==> src/rtl/uart_pkg.sv <==
// Shared state encoding, error codes and default sync marker for the UART frame parser.
package uart_pkg;

  typedef enum logic [2:0] {HUNT, LEN, PAYLOAD, CHK, DRAIN} state_t;

  localparam logic [1:0] ERR_LEN = 2'd0;
  localparam logic [1:0] ERR_CHK = 2'd1;
  localparam logic [1:0] ERR_TMO = 2'd2;
  localparam logic [1:0] ERR_OVR = 2'd3;

  localparam logic [7:0] SYNC_BYTE_DFLT = 8'hA5;

endpackage

==> src/rtl/uart_frame_buf.sv <==
// Payload store: DEPTH x DATA_BITS registers, synchronous write, combinational read, no reset.
module uart_frame_buf #(
  parameter int  DATA_BITS = 8,
  parameter int  DEPTH     = 16,
  localparam int AW        = (DEPTH > 1) ? $clog2(DEPTH) : 1
) (
  input  logic                 clk,
  input  logic                 we,
  input  logic [AW-1:0]        wr_ptr,
  input  logic [DATA_BITS-1:0] wdata,
  input  logic [AW-1:0]        rd_ptr,
  output logic [DATA_BITS-1:0] rdata
);

  logic [DATA_BITS-1:0] mem [DEPTH];

  always_ff @(posedge clk) begin
    if (we) mem[wr_ptr] <= wdata;
  end

  assign rdata = mem[rd_ptr];

endmodule

==> src/rtl/uart_frame_parser.sv <==
// Sync-hunting length-prefixed frame parser; payload replays on valid/ready one cycle after the last byte,
// stalls under backpressure and drops bytes arriving during drain as overrun. UART_FRAME_CHK_EN adds an XOR checksum byte.
module uart_frame_parser
  import uart_pkg::*;
#(
  parameter int          DATA_BITS      = 8,
  parameter int          MAX_LEN        = 16,
  parameter logic [7:0]  SYNC_BYTE      = SYNC_BYTE_DFLT,
  parameter int          TIMEOUT_CYCLES = 2048,
  localparam int         LEN_W          = $clog2(MAX_LEN + 1)
) (
  input  logic                 clk,
  input  logic                 n_rst,
  input  logic                 rx_valid,
  input  logic [DATA_BITS-1:0] rx_data,
  output logic                 out_valid,
  input  logic                 out_ready,
  output logic [DATA_BITS-1:0] out_data,
  output logic                 out_last,
  output logic [LEN_W-1:0]     frame_len,
  output logic                 busy,
  output logic                 err_valid,
  output logic [1:0]           err_code
);

  localparam int                   AW        = (MAX_LEN > 1) ? $clog2(MAX_LEN) : 1;
  localparam int                   TMO_W     = $clog2(TIMEOUT_CYCLES);
  localparam logic [TMO_W-1:0]     TMO_LAST  = TMO_W'(TIMEOUT_CYCLES - 1);
  localparam logic [DATA_BITS-1:0] MAX_LEN_B = DATA_BITS'(MAX_LEN);

  state_t               state;
  logic [LEN_W-1:0]     len;
  logic [LEN_W-1:0]     wr_ptr;
  logic [LEN_W-1:0]     rd_ptr;
  logic [TMO_W-1:0]     tmo_cnt;
  logic [DATA_BITS-1:0] rdata;
  logic                 in_frame;
  logic                 tmo_hit;
  logic                 last_byte;
  logic                 drain_go;

  assign in_frame  = (state == LEN) || (state == PAYLOAD) || (state == CHK);
  assign tmo_hit   = (tmo_cnt == TMO_LAST);
  assign last_byte = (state == PAYLOAD) && rx_valid && ((wr_ptr + LEN_W'(1)) == len);

`ifdef UART_FRAME_CHK_EN
  logic [DATA_BITS-1:0] chk;
  assign drain_go = (state == CHK) && rx_valid && (rx_data == chk);
`else
  assign drain_go = last_byte;
`endif

  uart_frame_buf #(
    .DATA_BITS (DATA_BITS),
    .DEPTH     (MAX_LEN)
  ) u_buf (
    .clk    (clk),
    .we     ((state == PAYLOAD) && rx_valid),
    .wr_ptr (wr_ptr[AW-1:0]),
    .wdata  (rx_data),
    .rd_ptr (rd_ptr[AW-1:0]),
    .rdata  (rdata)
  );

  assign busy     = (state != HUNT);
  // Buffer is unreset, so gate it to keep out_data at zero outside a drain.
  assign out_data = out_valid ? rdata : '0;

  always_ff @(posedge clk or negedge n_rst) begin
    if (!n_rst) begin
      state     <= HUNT;
      len       <= '0;
      wr_ptr    <= '0;
      rd_ptr    <= '0;
      tmo_cnt   <= '0;
      out_valid <= 1'b0;
      out_last  <= 1'b0;
      frame_len <= '0;
      err_valid <= 1'b0;
      err_code  <= '0;
`ifdef UART_FRAME_CHK_EN
      chk       <= '0;
`endif
    end else begin
      err_valid <= 1'b0;
      // Counter rests at zero outside a frame: every exit clears it via a byte or the timeout itself.
      if (in_frame) tmo_cnt <= (rx_valid || tmo_hit) ? '0 : tmo_cnt + TMO_W'(1);

      case (state)
        HUNT: begin
          if (rx_valid && (rx_data == SYNC_BYTE)) state <= LEN;
        end
        LEN: begin
          if (rx_valid) begin
            if ((rx_data == '0) || (rx_data > MAX_LEN_B)) begin
              state     <= HUNT;
              err_valid <= 1'b1;
              err_code  <= ERR_LEN;
            end else begin
              len    <= rx_data[LEN_W-1:0];
              wr_ptr <= '0;
              state  <= PAYLOAD;
`ifdef UART_FRAME_CHK_EN
              chk    <= rx_data;
`endif
            end
          end
        end
        PAYLOAD: begin
          if (rx_valid) begin
            wr_ptr <= wr_ptr + LEN_W'(1);
`ifdef UART_FRAME_CHK_EN
            chk    <= chk ^ rx_data;
            if (last_byte) state <= CHK;
`endif
          end
        end
`ifdef UART_FRAME_CHK_EN
        CHK: begin
          if (rx_valid && !drain_go) begin
            state     <= HUNT;
            err_valid <= 1'b1;
            err_code  <= ERR_CHK;
          end
        end
`endif
        DRAIN: begin
          if (rx_valid) begin
            err_valid <= 1'b1;
            err_code  <= ERR_OVR;
          end
          if (out_ready) begin
            if (out_last) begin
              state     <= HUNT;
              out_valid <= 1'b0;
              out_last  <= 1'b0;
              rd_ptr    <= '0;
            end else begin
              rd_ptr   <= rd_ptr + LEN_W'(1);
              out_last <= ((rd_ptr + LEN_W'(2)) == len);
            end
          end
        end
        default: state <= HUNT;
      endcase

      if (in_frame && !rx_valid && tmo_hit) begin
        state     <= HUNT;
        err_valid <= 1'b1;
        err_code  <= ERR_TMO;
      end

      if (drain_go) begin
        state     <= DRAIN;
        out_valid <= 1'b1;
        rd_ptr    <= '0;
        out_last  <= (len == LEN_W'(1));
        frame_len <= len;
      end
    end
  end

endmodule

==> config.mk <==
export PLATFORM = sky130hd
export DESIGN_NAME = uart_frame_parser
export DESIGN_NICKNAME = d
export VERILOG_FILES = /design/src/rtl/uart_pkg.sv /design/src/rtl/uart_frame_buf.sv /design/src/rtl/uart_frame_parser.sv
export SDC_FILE = /design/constraint.sdc
export NUM_CORES = 1
export LEC_CHECK = 0
export ABC_AREA = 1
export BUFFER_PORTS_ARGS = -buffer_cell sky130_fd_sc_hd__buf_4
export CAP_MARGIN = 10
export CORE_ASPECT_RATIO = 1.4
export CORE_UTILIZATION = 40
export DETAILED_ROUTE_END_ITERATION = 8
export SLEW_MARGIN = 15
export SYNTH_ARGS = -nofsm -noshare
export SYNTH_HDL_FRONTEND = slang
export SYNTH_SLANG_ARGS = --single-unit
export TNS_END_PERCENT = 100
==> constraint.sdc <==
create_clock -name clk -period 2.5 [get_ports clk]
set_clock_uncertainty 0.05 [all_clocks]
set_input_delay 0.5 -clock clk [delete_from_list [all_inputs] [get_ports clk]]
set_output_delay 0.5 -clock clk [all_outputs]
set_load 0.005 [all_outputs]
Word level (Yosys, flattened, before mapping):

Memory sizes are Yosys's and may differ from the RTL's.
Index checks and enable logic that the tools add are counted.

* memory bits (read-only): 0
* memories kept: 1
* flip-flop bits (word level): 39
* RAM bits: 128
* bits in latches: 0

Memory list
* u_buf.mem: words 16, width 8, read ports 1, clocked after memory_dff 0, write ports 1, RTL line uart_frame_buf.sv:15 `logic [DATA_BITS-1:0] mem [DEPTH];`

* $add $sub $neg: 4
* div/mod/pow operators: 0
* bitwise gates (word level): 1
* $lt $le $gt $ge: 1
* shifts and indexed selects: 0
* reduce and logical (&&, ||, !) cells: 24
* mux-type cells: 38
* $mul: 0
* equal/unequal tests: 20

Operators by type and width (number)
* $mux W5: 7
* $mux W3: 6
* $mux W1: 14
* $ne A4 B4 Y1 const B: 3
* $pmux W3 S4: 1
* $add A11 B1 Y11 const B: 1
* $eq A11 B11 Y1 const B: 1
* $mux W11: 1
* $add A5 B1 Y5 const B: 2
* $eq A5 B5 Y1: 2
* $mux W2: 5
* $pmux W5 S2: 1
* $eq A8 B8 Y1 const B: 1
* $gt A8 B5 Y1 const B: 1
* $logic_not A8 Y1: 1
* $mux W8: 1
* $reduce_and A4 Y1: 2
* $reduce_bool A2 Y1: 4
* $eq A3 B2 Y1 const B: 2
* $ne A2 B2 Y1 const B: 3
* $ne A3 B2 Y1 const B: 2
* $reduce_and A3 Y1: 2
* $reduce_bool A3 Y1: 2
* $add A5 B2 Y5 const B: 1
* other kinds (15): 22

Logic depth before layout (Yosys ltp):

* depth after elaboration: 7
* depth in mapped cells: 14
* depth with buffers taken out: 14

By module:

Synthesis repeated with hierarchy kept, for this count alone.

* cells, all modules: 854
* area, all modules: 7925.1 µm²

Modules (own cells, without submodules)
* uart_frame_buf: instances 1, cells an instance 543, sequential area each 3843.7 µm², area each 5606.6 µm²
* uart_frame_parser: instances 1, cells an instance 311, sequential area each 975.9 µm², area each 2318.5 µm²

Worst setup path before layout:

No wires, ideal clock.

* path kind: register to output
* start: register rd_ptr[0]
* end: output port out_data[3]
* stages on the path, launching flop included: 8
* setup slack: 611 ps
* required time: 1950 ps
* arrival time: 1339 ps
* cell sequence: dfrtp_1 -> inv_1 -> buf_4 -> clkbuf_1 -> nor2_1 -> o22ai_1 -> nand2_1 -> a31oi_1

* longest elaborated chain between the ends: 2

RTL lines
* from (decl): RTL line uart_frame_parser.sv:34 `logic [LEN_W-1:0] rd_ptr;`
* from (signal assigned): RTL line uart_frame_parser.sv:139 `rd_ptr <= rd_ptr + LEN_W'(1);`
* $mem_v2 Z16 W8
* $mux W8: RTL line uart_frame_parser.sv:67 `assign out_data = out_valid ? rdata : '0;`
* to (decl): RTL line uart_frame_parser.sv:18 `output logic [DATA_BITS-1:0] out_data,`

Every way passes these cells.

Worst setup path in the final report:

* start: register rd_ptr[0]
* end: output port out_data[7]

Same word-level chain as after synthesis.

==> metrics <==
syn_nets=between 700 and 800; Pwr Total=around 9.1 mW; post-route ant nets=0; final WL=19,580 um; vias=around 5,400; failing checks=hold timing, setup timing; worst min-delay path class=input port to async pin; Total Nets Final=774; power density over the cells=between 1000 and 1500 mW/mm^2; worst setup path class=flop to primary output; Clock Sinks=167; worst slew pin tran=around 0.53 ns; cell taking the most area after synthesis=edfxtp_1; Starting Density=0.4081; Hold-fix buffers, CTS=0; Worst Slack Setup Final=-0.09161 ns; clk_lat worst skew=0.44 ns; Critical Path Source Type=flop; Vert. Die Dim=around 160 um; Rows=58; Post-Syn Area=around 0.0073 sq mm; syn avg cell area=10.68 sq um; Num CTS Buffers=17; final period utilization=1.037; Post-synth ARST share=0.2335; remaining global-route overflow=0; number of synthesized flops with an enable pin=128; htree depth=4; f_max=385.9 MHz; Seq cells post-synth=167; clock-pin slew on the worst setup and hold paths=0.07 ns; CP arrival=2.04 ns; DR iter-0 viols=~620; Port Buffers=30; FF-to-FF Start=wr_ptr[0]; flop-to-flop setup slack=0.37 ns; vias per cell=approximately 5.3; top_reg_cell synth=edfxtp_1; number of global-route vias before repair=about 5,500; drt wl/cell=between 15 and 20 um; critical path capture point type=primary output; Final Hold Fails=16; largest net degree at the start of global routing=40; I/O pin cnt=31; clk buf depth=2; worst IR drop on VDD=about 0.52 mV; CTS tree=done; RePlAce Congestion=about 0.86; first-pass GRT wire length=30,370 um; GRT Overall Usage=0.2220; Core Region=about 0.018 sq mm; sequential area share after synthesis=0.6562; Critical Path RT=~2 ns; detailed placement HPWL=11,960 um; clk root buf=clkbuf_16; outcome=finished with violations; maximum capacitance violations=0; top cell types by occurrence after synthesis=edfxtp_1 (128), nor2_1 (114), nand2_1 (108), o21ai_0 (79), inv_1 (43); worst-path maximum fanout=7; slew margin rel.=0.6496; most common cell in the synthesized netlist=edfxtp_1; Reg2Reg Depth=11; synthesis warning total=0; top-area cell type share of the netlist area=0.5233; # diodes=0; die area=~0.019 sq mm; drt pass-1 iters=5; RSZ-0062 raised after global routing=true; antenna violations before repair=0; hold slack final=-0.007565 ns; minimum clock period=about 2.6 ns; DRC=0; Setup Viol. Count Final=7; post-synth cell types=38; Synth Instances=roughly 690; Pins Over Slew Limit=0; R2R Path End=rd_ptr[1]; share of cells above drive strength 1=0.1862; top cells by area, synth=edfxtp_1 (52%), dfrtp_1 (13%), nor2_1 (5.8%), nand2_1 (5.5%), o21ai_0 (5.4%); leakage power=between 3 and 4 nW; Die X=116.5 um; Area Overhead vs Synth=22.13%; pre-CTS setup slack=about 0.31 ns
flip-flops by register name (all words and copies together), names as in the netlist:
| signal | count |
|---|---|
| rd_ptr | 5 |
| len | 5 |
| state | 3 |
| err_code | 2 |
| out_valid | 1 |
| out_last | 1 |
| err_valid | 1 |
| wr_ptr | 5 |
| frame_len | 5 |
| u_buf.mem | 128 |
| tmo_cnt | 11 |
final cells by class:
type                    count  area [sq um]
clock buffers              17         425.4
clock inverters            15         157.7
fillers                  1643          9027
inverters                  50         192.7
multi-input cells         444          2277
flip-flops and latches    167          4821
well taps                 240         300.3
repair buffers             75         795.8
critical path: stages (launching register included):
cell      delay [ns]
dfrtp_2         0.43
buf_6           0.13
buf_12          0.13
buf_16          0.13
o21ai_2         0.05
o211ai_1        0.20
nand3_1         0.15
a31oi_1         0.23
buf_4           0.15
per-stage QoR:
stage	hold slack, ns	instances	cell area, sq um	utilization	setup TNS, ns
floorplan	0.1544	688	7345	-	0
global placement	0.4149	962	7999	0.4445	0
detailed placement	0.4224	962	7999	0.4445	0
CTS	0.005594	1007	8930	0.4962	-0.4937
global route	0.03465	1008	8970	0.4984	-0.9651
finish	-0.007565	1008	8970	0.4984	-0.3252
repair_timing:
item / in CTS / in global routing
pin swaps: 17 / 29
cloned: 8 / 0
setup buffers: 5 / 2
setup endpoints to repair: 8 / 8
gates resized for setup: 34 / 23
where the power goes:
group	internal, mW	total, mW	switching (mW)	leakage (nW)
logic	1.45	3.29	1.84	1.57
registers	3.06	3.16	0.100	1.64
clock network	1.41	2.62	1.20	0.280
placed cells by master, fill, tap and decap left out, types with 7 or more instances in the layout:
master       n
nor2_1     108
inv_1       42
nand4_1     10
dfrtp_1     38
o21ai_2      7
o21ai_1     22
nand3_1     27
nor3_1       7
xor2_1      10
edfxtp_1   128
ha_1         7
o211ai_1    14
o21ai_0     59
clkbuf_16   17
buf_4       57
nand2_1    108
o22ai_1     19
nor2_2       7
buf_16       7
metal layers:
layer / GRT usage / share of wire / vias to the layer above
met1: 0.2605 / 0.40 / 2621
met5: 0 / 0 / -
met2: 0.3935 / 0.53 / 179
li1: - / - / 2536
met3: 0.03349 / 0.045 / 48
met4: 0.1020 / 0.029 / 0
cells by family after synthesis:
| family | share of synthesized area |
|---|---|
| fa+ha+maj | 0.01192 |
| xor+xnor | 0.01789 |
| buf+inv | 0.04327 |
| compound gates | 0.1053 |
| flops | 0.6562 |
| simple gates | 0.1654 |
worst max-delay path by stage:
stage	cells past startpoint	end	from	slack (ns)
after floorplan	7	out_data[3]	rd_ptr[0]	0.61
after global placement	7	out_data[3]	rd_ptr[0]	0.29
after detailed placement	7	out_data[3]	rd_ptr[0]	0.31
after CTS	8	out_data[6]	rd_ptr[0]	-0.07
after global routing	8	out_data[3]	rd_ptr[0]	-0.16
final	8	out_data[7]	rd_ptr[0]	-0.09
Power figures use the tool's default switching activity.
